==> src/rtl/dmem_types.sv <==
// dmem_types: shared state, geometry and byte-merge helper for the data responder
package dmem_types;
  typedef enum logic [1:0] {IDLE, WB, FILL, RESP} dmem_state_t;
  localparam int LINE_BEATS = 4;
  localparam int BEAT_W = 64;
  typedef logic [255:0] line_t;
  typedef logic [26:0] tag_t;
  function automatic logic [31:0] merge_bytes(input logic [31:0] old, input logic [31:0] wd, input logic [3:0] be);
    merge_bytes = old;
    for (int i = 0; i < 4; i++) merge_bytes[8*i +: 8] = be[i] ? wd[8*i +: 8] : old[8*i +: 8];
  endfunction
endpackage

==> src/rtl/pmem_burst_ctrl.sv <==
// pmem_burst_ctrl: beat counter and last-beat detect shared by write-back and fill bursts
module pmem_burst_ctrl
  import dmem_types::*;
(
  input  logic       clk,
  input  logic       rst,
  input  logic       active,
  input  logic       resp,
  output logic [1:0] beat,
  output logic       done
);
  assign done = active && resp && beat == 2'(LINE_BEATS - 1);
  // advance one beat per accepted pmem response, wrapping back to 0 after the last
  always_ff @(posedge clk)
    if (rst) beat <= '0;
    else if (active && resp) beat <= beat + 2'd1;
endmodule

==> src/rtl/dmem_responder.sv <==
// dmem_responder: single-line write-back buffer servicing the core data port over a 4-beat burst port
module dmem_responder
  import dmem_types::*;
(
  input  logic              clk,
  input  logic              rst,
  input  logic              mem_read,
  input  logic              mem_write,
  input  logic [3:0]        mem_byte_enable,
  input  logic [31:0]       mem_address,
  input  logic [31:0]       mem_wdata,
  output logic [31:0]       mem_rdata,
  output logic              mem_resp,
  output logic [31:0]       pmem_address,
  output logic              pmem_read,
  output logic              pmem_write,
  output logic [BEAT_W-1:0] pmem_wdata,
  input  logic [BEAT_W-1:0] pmem_rdata,
  input  logic              pmem_resp,
  output logic [31:0]       hit_count,
  output logic [31:0]       miss_count
);
  dmem_state_t state;
  line_t line, line_n;
  tag_t tag;
  logic valid, dirty, done, hit;
  logic [1:0] beat;
  logic [2:0] widx;
  logic [3:0][BEAT_W-1:0] beats;
  logic [7:0][31:0] words;
  logic unused_addr;
  assign unused_addr = ^mem_address[1:0];
  assign widx = mem_address[4:2];
  assign hit = valid && tag == mem_address[31:5];
  assign pmem_read = state == FILL;
  assign pmem_write = state == WB;
  assign pmem_wdata = pmem_write ? beats[beat] : '0;
  assign pmem_address = pmem_write ? {tag, 5'b0} : pmem_read ? {mem_address[31:5], 5'b0} : '0;
  pmem_burst_ctrl u_burst (
    .clk    (clk),
    .rst    (rst),
    .active (pmem_read || pmem_write),
    .resp   (pmem_resp),
    .beat   (beat),
    .done   (done)
  );
  // next line contents: incoming fill beat, then the byte-merged store word
  always_comb begin
    beats = line;
    if (pmem_read && pmem_resp) beats[beat] = pmem_rdata;
    words = beats;
    if (state == RESP && mem_write) words[widx] = merge_bytes(words[widx], mem_wdata, mem_byte_enable);
    line_n = words;
  end
  // request FSM with registered response, line metadata and performance counters
  always_ff @(posedge clk) begin
    line <= line_n;
    if (rst) begin
      state      <= IDLE;
      valid      <= 1'b0;
      dirty      <= 1'b0;
      tag        <= '0;
      hit_count  <= '0;
      miss_count <= '0;
      mem_resp   <= 1'b0;
      mem_rdata  <= '0;
    end else begin
      mem_resp  <= 1'b0;
      mem_rdata <= '0;
      case (state)
        IDLE: if (mem_read || mem_write) begin
          if (hit) begin
            hit_count <= hit_count + 32'd1;
            state     <= RESP;
            mem_resp  <= 1'b1;
            mem_rdata <= mem_write ? '0 : words[widx];
          end else begin
            miss_count <= miss_count + 32'd1;
            state      <= dirty ? WB : FILL;
          end
        end
        WB: if (done) begin
          dirty <= 1'b0;
          state <= FILL;
        end
        FILL: if (done) begin
          valid     <= 1'b1;
          dirty     <= 1'b0;
          tag       <= mem_address[31:5];
          state     <= RESP;
          mem_resp  <= 1'b1;
          mem_rdata <= mem_write ? '0 : words[widx];
        end
        RESP: begin
          if (mem_write) dirty <= 1'b1;
          state <= IDLE;
        end
      endcase
    end
  end
endmodule

==> config.mk <==
export PLATFORM = sky130hd
export DESIGN_NAME = dmem_responder
export DESIGN_NICKNAME = d
export VERILOG_FILES = /design/src/rtl/dmem_types.sv /design/src/rtl/pmem_burst_ctrl.sv /design/src/rtl/dmem_responder.sv
export SDC_FILE = /design/constraint.sdc
export NUM_CORES = 1
export LEC_CHECK = 0
export CAP_MARGIN = 25
export CORE_MARGIN = 5
export CORE_UTILIZATION = 40
export DETAILED_ROUTE_END_ITERATION = 12
export SLEW_MARGIN = 5
export SYNTH_ARGS = -nofsm -noshare
export SYNTH_HDL_FRONTEND = slang
export SYNTH_SLANG_ARGS = --single-unit
export TNS_END_PERCENT = 100
==> constraint.sdc <==
create_clock -name clk -period 5.4 [get_ports clk]
set_clock_uncertainty 0.05 [all_clocks]
set_input_delay 0.54 -clock clk [delete_from_list [all_inputs] [get_ports clk]]
set_output_delay 0.54 -clock clk [all_outputs]
set_load 0.05 [all_outputs]
* Word level (Yosys, flattened, before mapping)
Cells that the tools add are included.
** Word-level totals
- Flip-flop bits (word level) :: 386
- Bits of input ports :: 137
- Output and inout bits :: 195
- Logic and storage cells :: 84
** Cells by class
- $add $sub $neg :: 3
- Order comparisons :: 4
- Equality and inequality tests :: 10
- Multiplexer cells :: 39
- Bitwise gates (word level) :: 1
- Reduce and logical (&&, ||, !) cells :: 17
** Operator list (count)
- $bwmux 256 :: 2
- $mux 256 :: 2
- $mux 32 :: 9
- $bmux 32 s3 :: 2
- $mux 64 :: 3
- $bmux 64 s2 :: 1
- $demux 64 s2 :: 1
- $demux 32 s3 :: 1
- $add 32x1->32 const B :: 2
- $pmux 32 s2 :: 1
- $mux 8 :: 4
- $eq 27x27->1 :: 1
- $reduce_and 3->1 :: 4
- $mux 2 :: 5
- $pmux 2 s4 :: 1
- $logic_and 1x1->1 :: 7
- $eq 2x2->1 const B :: 3
- $ne 2x1->1 const B :: 3
- $mux 1 :: 5
- $lt 3x4->1 const B :: 1
- $ne 2x2->1 const B :: 2
- $pmux 1 s2 :: 2
- $ge 3x1->1 const B :: 1
- $lt 2x3->1 const B :: 1
- other kinds (9) :: 10

* Depth between registers and ports, before layout
Gate-level depths: netlist (run 1).
- Depth after elaboration :: 17
- Mapped depth :: 15
- Depth with buffers taken out :: 8

* Cells and area by module
A second synthesis (run 1) with hierarchy kept.
** Unflattened totals
- Cell total of the unflattened synthesis :: 2549
- Area total of the unflattened synthesis :: 23248.5 um2
** Modules (own cells, without submodules)
- dmem_responder :: times used 1, cells an instance 2539, area each 23142.2 um2, sequential area each 7687.4 um2
- pmem_burst_ctrl :: times used 1, cells an instance 10, area each 106.4 um2, sequential area each 40.0 um2

* Worst setup path after synthesis (run 1)
Ideal clock, no wire load.
- Kind :: register to output
- Start :: register u_burst.beat[1]
- End :: output pmem_wdata[8]
- Arrival :: 4.172 ns
- Required time :: 4.810 ns
- Setup slack :: 0.638 ns
- Cell stages (with the launch flop) :: 14
- Path buffers :: 7
- Path through :: dfxtp_1 -> clkbuf_1 -> clkinv_1 -> buf_1 -> clkbuf_1 -> ha_1 -> and3_1 -> buf_2 -> buf_4 -> buf_4 -> buf_4 -> mux2i_1 -> mux4_2 -> nor2b_1
** On the way
- Cells in the longest elaborated chain, start to end :: 9
- Elaborated cells on any way between the ends :: 10
- Those cells by class :: order compare: 2; mux: 7; reduce/logical: 1
** RTL lines
- from (decl) :: line pmem_burst_ctrl.sv:9 : output logic [1:0] beat,
- from (signal assigned) :: line pmem_burst_ctrl.sv:16 : else if (active && resp) beat <= beat + 2'd1;
- $lt 2x3->1 (not written as such) or $ge 2x1->1 (tied branches) :: line dmem_responder.sv:50 : if (pmem_read && pmem_resp) beats[beat] = pmem_rdata;
- $logic_and 1x1->1 (not written as such) :: line dmem_responder.sv:50
- $mux 64 (not written as such) :: line dmem_responder.sv:50
- $demux 64 s2 :: line dmem_responder.sv:50
- $bwmux 256 :: line dmem_responder.sv:50
- $mux 256 :: line dmem_responder.sv:50
- $bmux 64 s2 (*) :: line dmem_responder.sv:37 : assign pmem_wdata = pmem_write ? beats[beat] : '0;
- $mux 64 (not written as such) (*) :: line dmem_responder.sv:37
- $mux 64 (*) :: line dmem_responder.sv:37
- to (decl) :: line dmem_responder.sv:17 : output logic [BEAT_W-1:0] pmem_wdata,
Every way passes the cells marked *; elsewhere a longest branch is shown, timed or not. The select of a mux whose other input is x is not followed.

* Final worst setup path (run 1)
- Start :: register u_burst.beat[0]
- End :: output pmem_wdata[40]
Same word-level chain as after synthesis.

==> impl_metrics.json, run 1 <==
{
  "dp_slack_ns": 1.201,
  "synth_top_family_by_area": "multiplexers",
  "post-route-period-util_pct": 90.39,
  "p_leak_nw": 10.86,
  "top_usage_layer": "met2",
  "finalWorstSetupSlack_ns": 0.5191,
  "grt_max_degree": 88,
  "clk_pin_slew_ns": 0.06,
  "synth-edff-count": 0,
  "die_x_um": 247.9,
  "drtIter0Drc": 2730,
  "r2r_start": "u_burst.beat[0]",
  "worst-path-stages": 8,
  "tns_ns": 0,
  "fin_cells": 3445,
  "synth_fa_ha_area_share_pct": 0.6630,
  "fin_crit_ns": 4.881,
  "path_class": "register to primary output",
  "first_global_vias": 21460,
  "coreArea_um2": 56280,
  "slew_headroom_pct": 32.83,
  "synth-seq-area-share_pct": 34.12,
  "timing.fmax_ghz": 0.2049,
  "arrival_ns": 4.29,
  "dr_total_vias": 21860,
  "wl_per_cell_um": 27.70,
  "die_h_um": 247.9,
  "critPathMaxFanout": 24,
  "worst_setup_path_end_kind": "primary output",
  "tightest_slew_ns": 1.007,
  "clock_latency_ns": 0.62,
  "initial_core_util_pct": 40.24,
  "synth_compound_area_share_pct": 15.72,
  "ys.warnings.count": 0,
  "drive_above_1_share_pct": 14.22,
  "netlist_area_um2": 22650,
  "synth-simple-area-share_pct": 13.89,
  "path_cells": "inv_2 > ha_1 > nand3_4 > buf_12 > mux2i_1 > mux4_2 > nor2b_1 > buf_4",
  "cts_setup_buffers": 0,
  "dp.cells": 3359,
  "synth-xor-area-share_pct": 1.624,
  "area_delta_synth_final_pct": 25.90,
  "power.total_mw": 12.46,
  "ctsResizeCount": 0,
  "irDropWorstVdd_mv": 0.2639,
  "drt-total-wl_mm": 95.44,
  "start_kind": "register",
  "io_pins": 332,
  "cp.required_ns": 4.81,
  "power-per-cell-area_nw_per_um2": 436.9,
  "grt_pass1_wl_mm": 138.5,
  "grt_util_met1_pct": 39.30,
  "cts_sinks": 386,
  "avgViaCountPerCell": 6.345,
  "grt_use_met2_pct": 46.02,
  "synth_cell_types": 77,
  "rows": 87,
  "post-dp-hpwl_mm": 64.10,
  "synth_mux_area_share_pct": 29.60,
  "hp-class": "primary input to register",
  "cts_tree": "done",
  "io_buffers": 324,
  "final_nets": 2801,
  "cts-root-buf": "clkbuf_16",
  "grt_overflow": 0,
  "htree_levels": 2,
  "postRouteAntennaNets": 0,
  "drv_cap": 0,
  "endpoint": "pmem_wdata[40]",
  "n_fill_cell": 5224,
  "timing.reg2reg.setup_slack_ns": 1.12,
  "synthFlopType": "dfxtp_1",
  "synth_cells": 2373,
  "crit_buf_inv": 3,
  "place_congestion": 0.9402,
  "timing.hold.ws_ns": 0.2849,
  "ctsLongestPathBuffers": 3,
  "gr-usage-met3_pct": 6.364,
  "cpMaxStageDelayCell": "ha_1",
  "startpoint": "u_burst.beat[0]",
  "slowest_delay_ns": 0.65,
  "first_pass_iters": 8,
  "async_flop_share_pct": 0,
  "synth_seq_cells": 386,
  "hold_viol_final": 0,
  "syn_avg_cell_area_um2": 9.543,
  "rr_worst_depth": 9,
  "groute.usage.overall_pct": 29.47,
  "drc_errors": 0,
  "numCtsBuffers": 46,
  "cpLargestDelayFamily": "buffers and inverters",
  "antenna_found_initial": 6,
  "rsz0062_at_grt": "no",
  "cts_hold_buf": 0,
  "die-area_um2": 61470,
  "reg2reg_to": "mem_rdata[19]",
  "maxSlewViolCount": 0,
  "finalSetupViolations": 0,
  "outcome": "complete, no violations"
}
## registers in the layout, summed over array words and instances (netlist names)
register      flops
line            256
hit_count        32
mem_rdata        32
miss_count       32
tag              27
state             2
u_burst.beat      2
dirty             1
mem_resp          1
valid             1
## per-layer routing
layer  vias up  part of all wire, %
li1       9491                    -
met1     10620                   39
met2      1401                   45
met3       344                   11
met4         0                  5.1
met5         -                    0
## logic make-up after synthesis
kind of cell	after synthesis
compound gates	512
xor+xnor	42
fa+ha+maj	12
buf+inv	237
flops	386
mux	567
other cells	1
simple gates	616
## report_power, final
part | switching [mW] | leakage (nW) | total, mW | internal, mW
Clock | 1.33 | 0.722 | 3.07 | 1.74
Sequential | 0.265 | 3.16 | 3.87 | 3.60
Combinational | 3.38 | 6.97 | 5.52 | 2.14
Total | 4.98 | 10.9 | 12.5 | 7.48
## worst reg2reg max path, cell delays in order, from the launching register on
cell and delay (ns):
dfxtp_2 0.43, inv_2 0.46, ha_1 0.65, nand3_4 0.51, buf_4 0.43, mux2i_1 0.22
a22o_1 0.24, o41ai_2 0.72, o21a_1 0.23, o2111a_1 0.26
## metrics by stage
stage / util (%) / instance area, um^2
final: 50.66 / 28510
after global routing: 50.66 / 28510
after CTS: 50.60 / 28470
after detailed placement: 48.00 / 27010
after global placement: 47.97 / 27000
after floorplan: - / 22660
## cell type report
| type | count | area [um^2] | area share [%] |
|---|---|---|---|
| diodes | 3 | 7.507 | 0.02633 |
| clock buffers | 66 | 1306 | 4.582 |
| clock inverters | 16 | 155.1 | 0.5442 |
| inverters | 39 | 146.4 | 0.5135 |
| multi-input cells | 1754 | 14090 | 49.44 |
| flip-flops and latches | 386 | 7730 | 27.11 |
| well taps | 756 | 945.9 | 3.318 |
| repair buffers | 425 | 4124 | 14.47 |
## worst min path at each step
stage,start,endpoint,slack [ns],cells past startpoint
6_report,rst,u_burst.beat[0],0.28,2
5_1_grt,rst,u_burst.beat[0],0.30,2
4_1_cts,rst,u_burst.beat[0],0.27,2
3_5_place_dp,valid,valid,0.41,2
3_3_place_gp,valid,valid,0.40,2
2_1_floorplan,valid,valid,0.39,2
## placed cells by master (no fill, tap or decap), drive strengths merged, types with 14 or more instances in the layout
master and count:
clkdlybuf4s50 257, nand2 202, o21ai 72, a211oi 27, or4 28, a22o 25
mux4 80, inv 40, and4 24, nand4 40, clkbuf 66, mux2i 466
nand3 36, xnor2 35, nor3 14, a22oi 96, or3 17, o211ai 19
nor2 113, nor2b 86, buf 168, dfxtp 386, o31ai 20, a21oi 125
a221oi 19, mux2 21
## cell usage after synthesis (all sizes together), types with 14 or more instances
cell type	instances	area, um^2
a211oi	27	207.7
a21oi	125	625.6
a221oi	19	166.4
a22o	25	219.0
a22oi	96	720.7
and4	24	210.2
buf	79	394.1
clkbuf	119	447.9
dfxtp	386	7727
inv	37	138.9
mux2	21	236.5
mux2i	466	4664
mux4	80	1802
nand2	202	758.2
nand3	36	185.2
nand4	40	250.2
nor2	113	424.2
nor2b	86	538.0
nor3	14	70.07
o211ai	19	142.6
o21ai	72	360.3
o31ai	20	150.1
or3	17	106.4
or4	28	210.2
xnor2	35	306.5
Power figures use the tool's default switching activity.
==> run 2: changes to the inputs <==
--- a/config.mk
+++ b/config.mk
@@ -5,10 +5,11 @@
 export SDC_FILE = /design/constraint.sdc
 export NUM_CORES = 1
 export LEC_CHECK = 0
-export CAP_MARGIN = 25
+export CAP_MARGIN = 5
 export CORE_MARGIN = 5
 export CORE_UTILIZATION = 40
 export DETAILED_ROUTE_END_ITERATION = 12
+export PLACE_DENSITY = 0.66
 export SLEW_MARGIN = 5
 export SYNTH_ARGS = -nofsm -noshare
 export SYNTH_HDL_FRONTEND = slang
==> run 2 against run 1 <==
Setup slack better by 0.21 ns. Non-clock buffer count shrank 9. Critical endpoint unchanged. Final cell count down 0.41%. Utilization fell by 0.36 points. Sequential power about the same. Critical path depth up 1. Register-to-register slack gained 0.26 ns. Clock-buffer cell count rose by 2. Fmax increased by 4.4%. Via count increased by 0.58%.
==> impl_metrics.json, run 2 (synthesis gave the netlist of run 1 again) <==
{
  "finalSetupViolations": 0,
  "irDropWorstVdd_mv": 0.2882,
  "critPathMaxFanout": 73,
  "grt_use_met2_pct": 44.68,
  "slowest_delay_ns": 0.64,
  "cts-root-buf": "clkbuf_16",
  "drive_above_1_share_pct": 13.95,
  "grt_max_degree": 105,
  "worst_setup_path_end_kind": "primary output",
  "wl_per_cell_um": 27.57,
  "gr-usage-met3_pct": 8.066,
  "antenna_found_initial": 3,
  "timing.reg2reg.setup_slack_ns": 1.38,
  "reg2reg_to": "line[85]",
  "power-per-cell-area_nw_per_um2": 438.3,
  "hp-start": "rst",
  "n_fill_cell": 5138,
  "post-route-period-util_pct": 86.57,
  "cpMaxStageDelayCell": "buf_4",
  "hold_depth": 2,
  "die_x_um": 247.9,
  "ctsLongestPathBuffers": 3,
  "numCtsBuffers": 45,
  "mostFrequentLayoutCell": "mux2i_1",
  "cts_setup_buffers": 0,
  "ctsResizeCount": 0,
  "die_h_um": 247.9,
  "p_leak_nw": 10.79,
  "fin_crit_ns": 4.675,
  "crit_top_cell": "buf_4",
  "post-dp-hpwl_mm": 62.75,
  "hold_viol_final": 0,
  "startpoint": "state[0]",
  "place_area_um2": 26850,
  "path_cells": "inv_1 > ha_2 > buf_4 > nand3_4 > buf_12 > mux2i_1 > mux4_2 > nor2b_1 > buf_4",
  "final-seq-area_um2": 7730,
  "timing.hold.ws_ns": 0.2322,
  "outcome": "complete, no violations",
  "tightest_slew_ns": 1.161,
  "maxSlewViolCount": 0,
  "postRouteAntennaNets": 0,
  "die-area_um2": 61470,
  "clock_latency_ns": 0.59,
  "tns_ns": 0,
  "grt_util_met1_pct": 37.75,
  "initial_core_util_pct": 40.24,
  "final_nets": 2791,
  "place_congestion": 0.9577,
  "top_usage_layer": "met2",
  "area_delta_synth_final_pct": 25.00,
  "arrival_ns": 4.08,
  "cts_tree": "done",
  "cp.required_ns": 4.81,
  "grt_overflow": 0,
  "drt-total-wl_mm": 94.58,
  "cts_sinks": 386,
  "multi_input_area_um2": 14090,
  "rsz0062_at_grt": "no",
  "io_pins": 332,
  "clk_pin_slew_ns": 0.06,
  "first_pass_iters": 9,
  "htree_levels": 2,
  "timing.fmax_ghz": 0.2139,
  "rows": 87,
  "io_buffers": 324,
  "cpLargestDelayFamily": "buffers and inverters",
  "final_area_um2": 28310,
  "rr_worst_depth": 10,
  "final_cell_mix": "mux2i_1 (466), dfxtp_1 (384), clkdlybuf4s50_1 (257), nand2_1 (202), buf_4 (143)",
  "drv_cap": 0,
  "dr_total_vias": 21990,
  "start_kind": "register",
  "drtIter0Drc": 2884,
  "hold_end": "u_burst.beat[1]",
  "largest_reg_flops": 256,
  "slew_headroom_pct": 22.54,
  "drc_errors": 0,
  "coreArea_um2": 56280,
  "path_class": "register to primary output",
  "grt_pass1_wl_mm": 136.9,
  "top_register": "line",
  "first_global_vias": 21030,
  "r2r_start": "state[0]",
  "final_core_util_pct": 50.30,
  "hp-class": "primary input to register",
  "cts_hold_buf": 0,
  "avgViaCountPerCell": 6.408,
  "crit_buf_inv": 4,
  "groute.usage.overall_pct": 29.09
}
-- run 2: cell types whose count changed in the layout (fill, tap and decap cells not counted), moves of 3 or more --
cell      change
buf_12        -8
clkbuf_8      +5
clkbuf_1      -3
clkinv_2      -3
-- run 2: final cells by class --
cell class | instances | share of cell area (%)
multi-input cells | 1754 | 49.78
flip-flops and latches | 386 | 27.31
repair buffers | 416 | 13.91
clock buffers | 68 | 4.818
well taps | 756 | 3.342
inverters | 39 | 0.5171
clock inverters | 10 | 0.3138
diodes | 2 | 0.01768
-- run 2: worst max path at each step --
stage / to / slack (ns) / cells after the start
finish: pmem_wdata[40] / 0.73 / 9
detailed placement: mem_rdata[4] / 1.37 / 7
CTS: pmem_wdata[5] / 0.80 / 10
global placement: mem_rdata[4] / 1.43 / 7
floorplan: pmem_wdata[8] / 0.64 / 13
global route: pmem_wdata[8] / 0.64 / 9
-- run 2: routing by layer --
layer	part of all wire, %	vias to the layer above	wire length, um
met5	0.012	-	11
met4	6.0	2	5638
met3	12	383	11040
met2	44	1489	41410
met1	39	10650	36480
li1	-	9457	-
-- run 2: through the flow --
step / instances / worst slack [ns] / power [mW]
after CTS: 3429 / 0.7968 / 12.32
after global placement: 3351 / 1.428 / 9.116
after global routing: 3431 / 0.6357 / 12.92
after floorplan: 2377 / 0.6384 / 7.537
after detailed placement: 3351 / 1.365 / 9.248
final: 3431 / 0.7254 / 12.41
-- run 2: power by group --
group          total (mW)  switching [mW]  internal (mW)
sequential           3.84           0.241           3.60
combinational        5.50            3.40           2.10
clock                3.07            1.28           1.78
-- run 2: worst reg2reg max path, cell delays in order, from the launching register on --
cell     delay [ns]
dfxtp_1        0.36
inv_1          0.13
ha_2           0.54
buf_4          0.64
nand3_4        0.15
buf_12         0.28
mux2i_1        0.49
mux2i_1        0.13
o311a_1        0.31
a22oi_1        0.59
mux2i_1        0.18
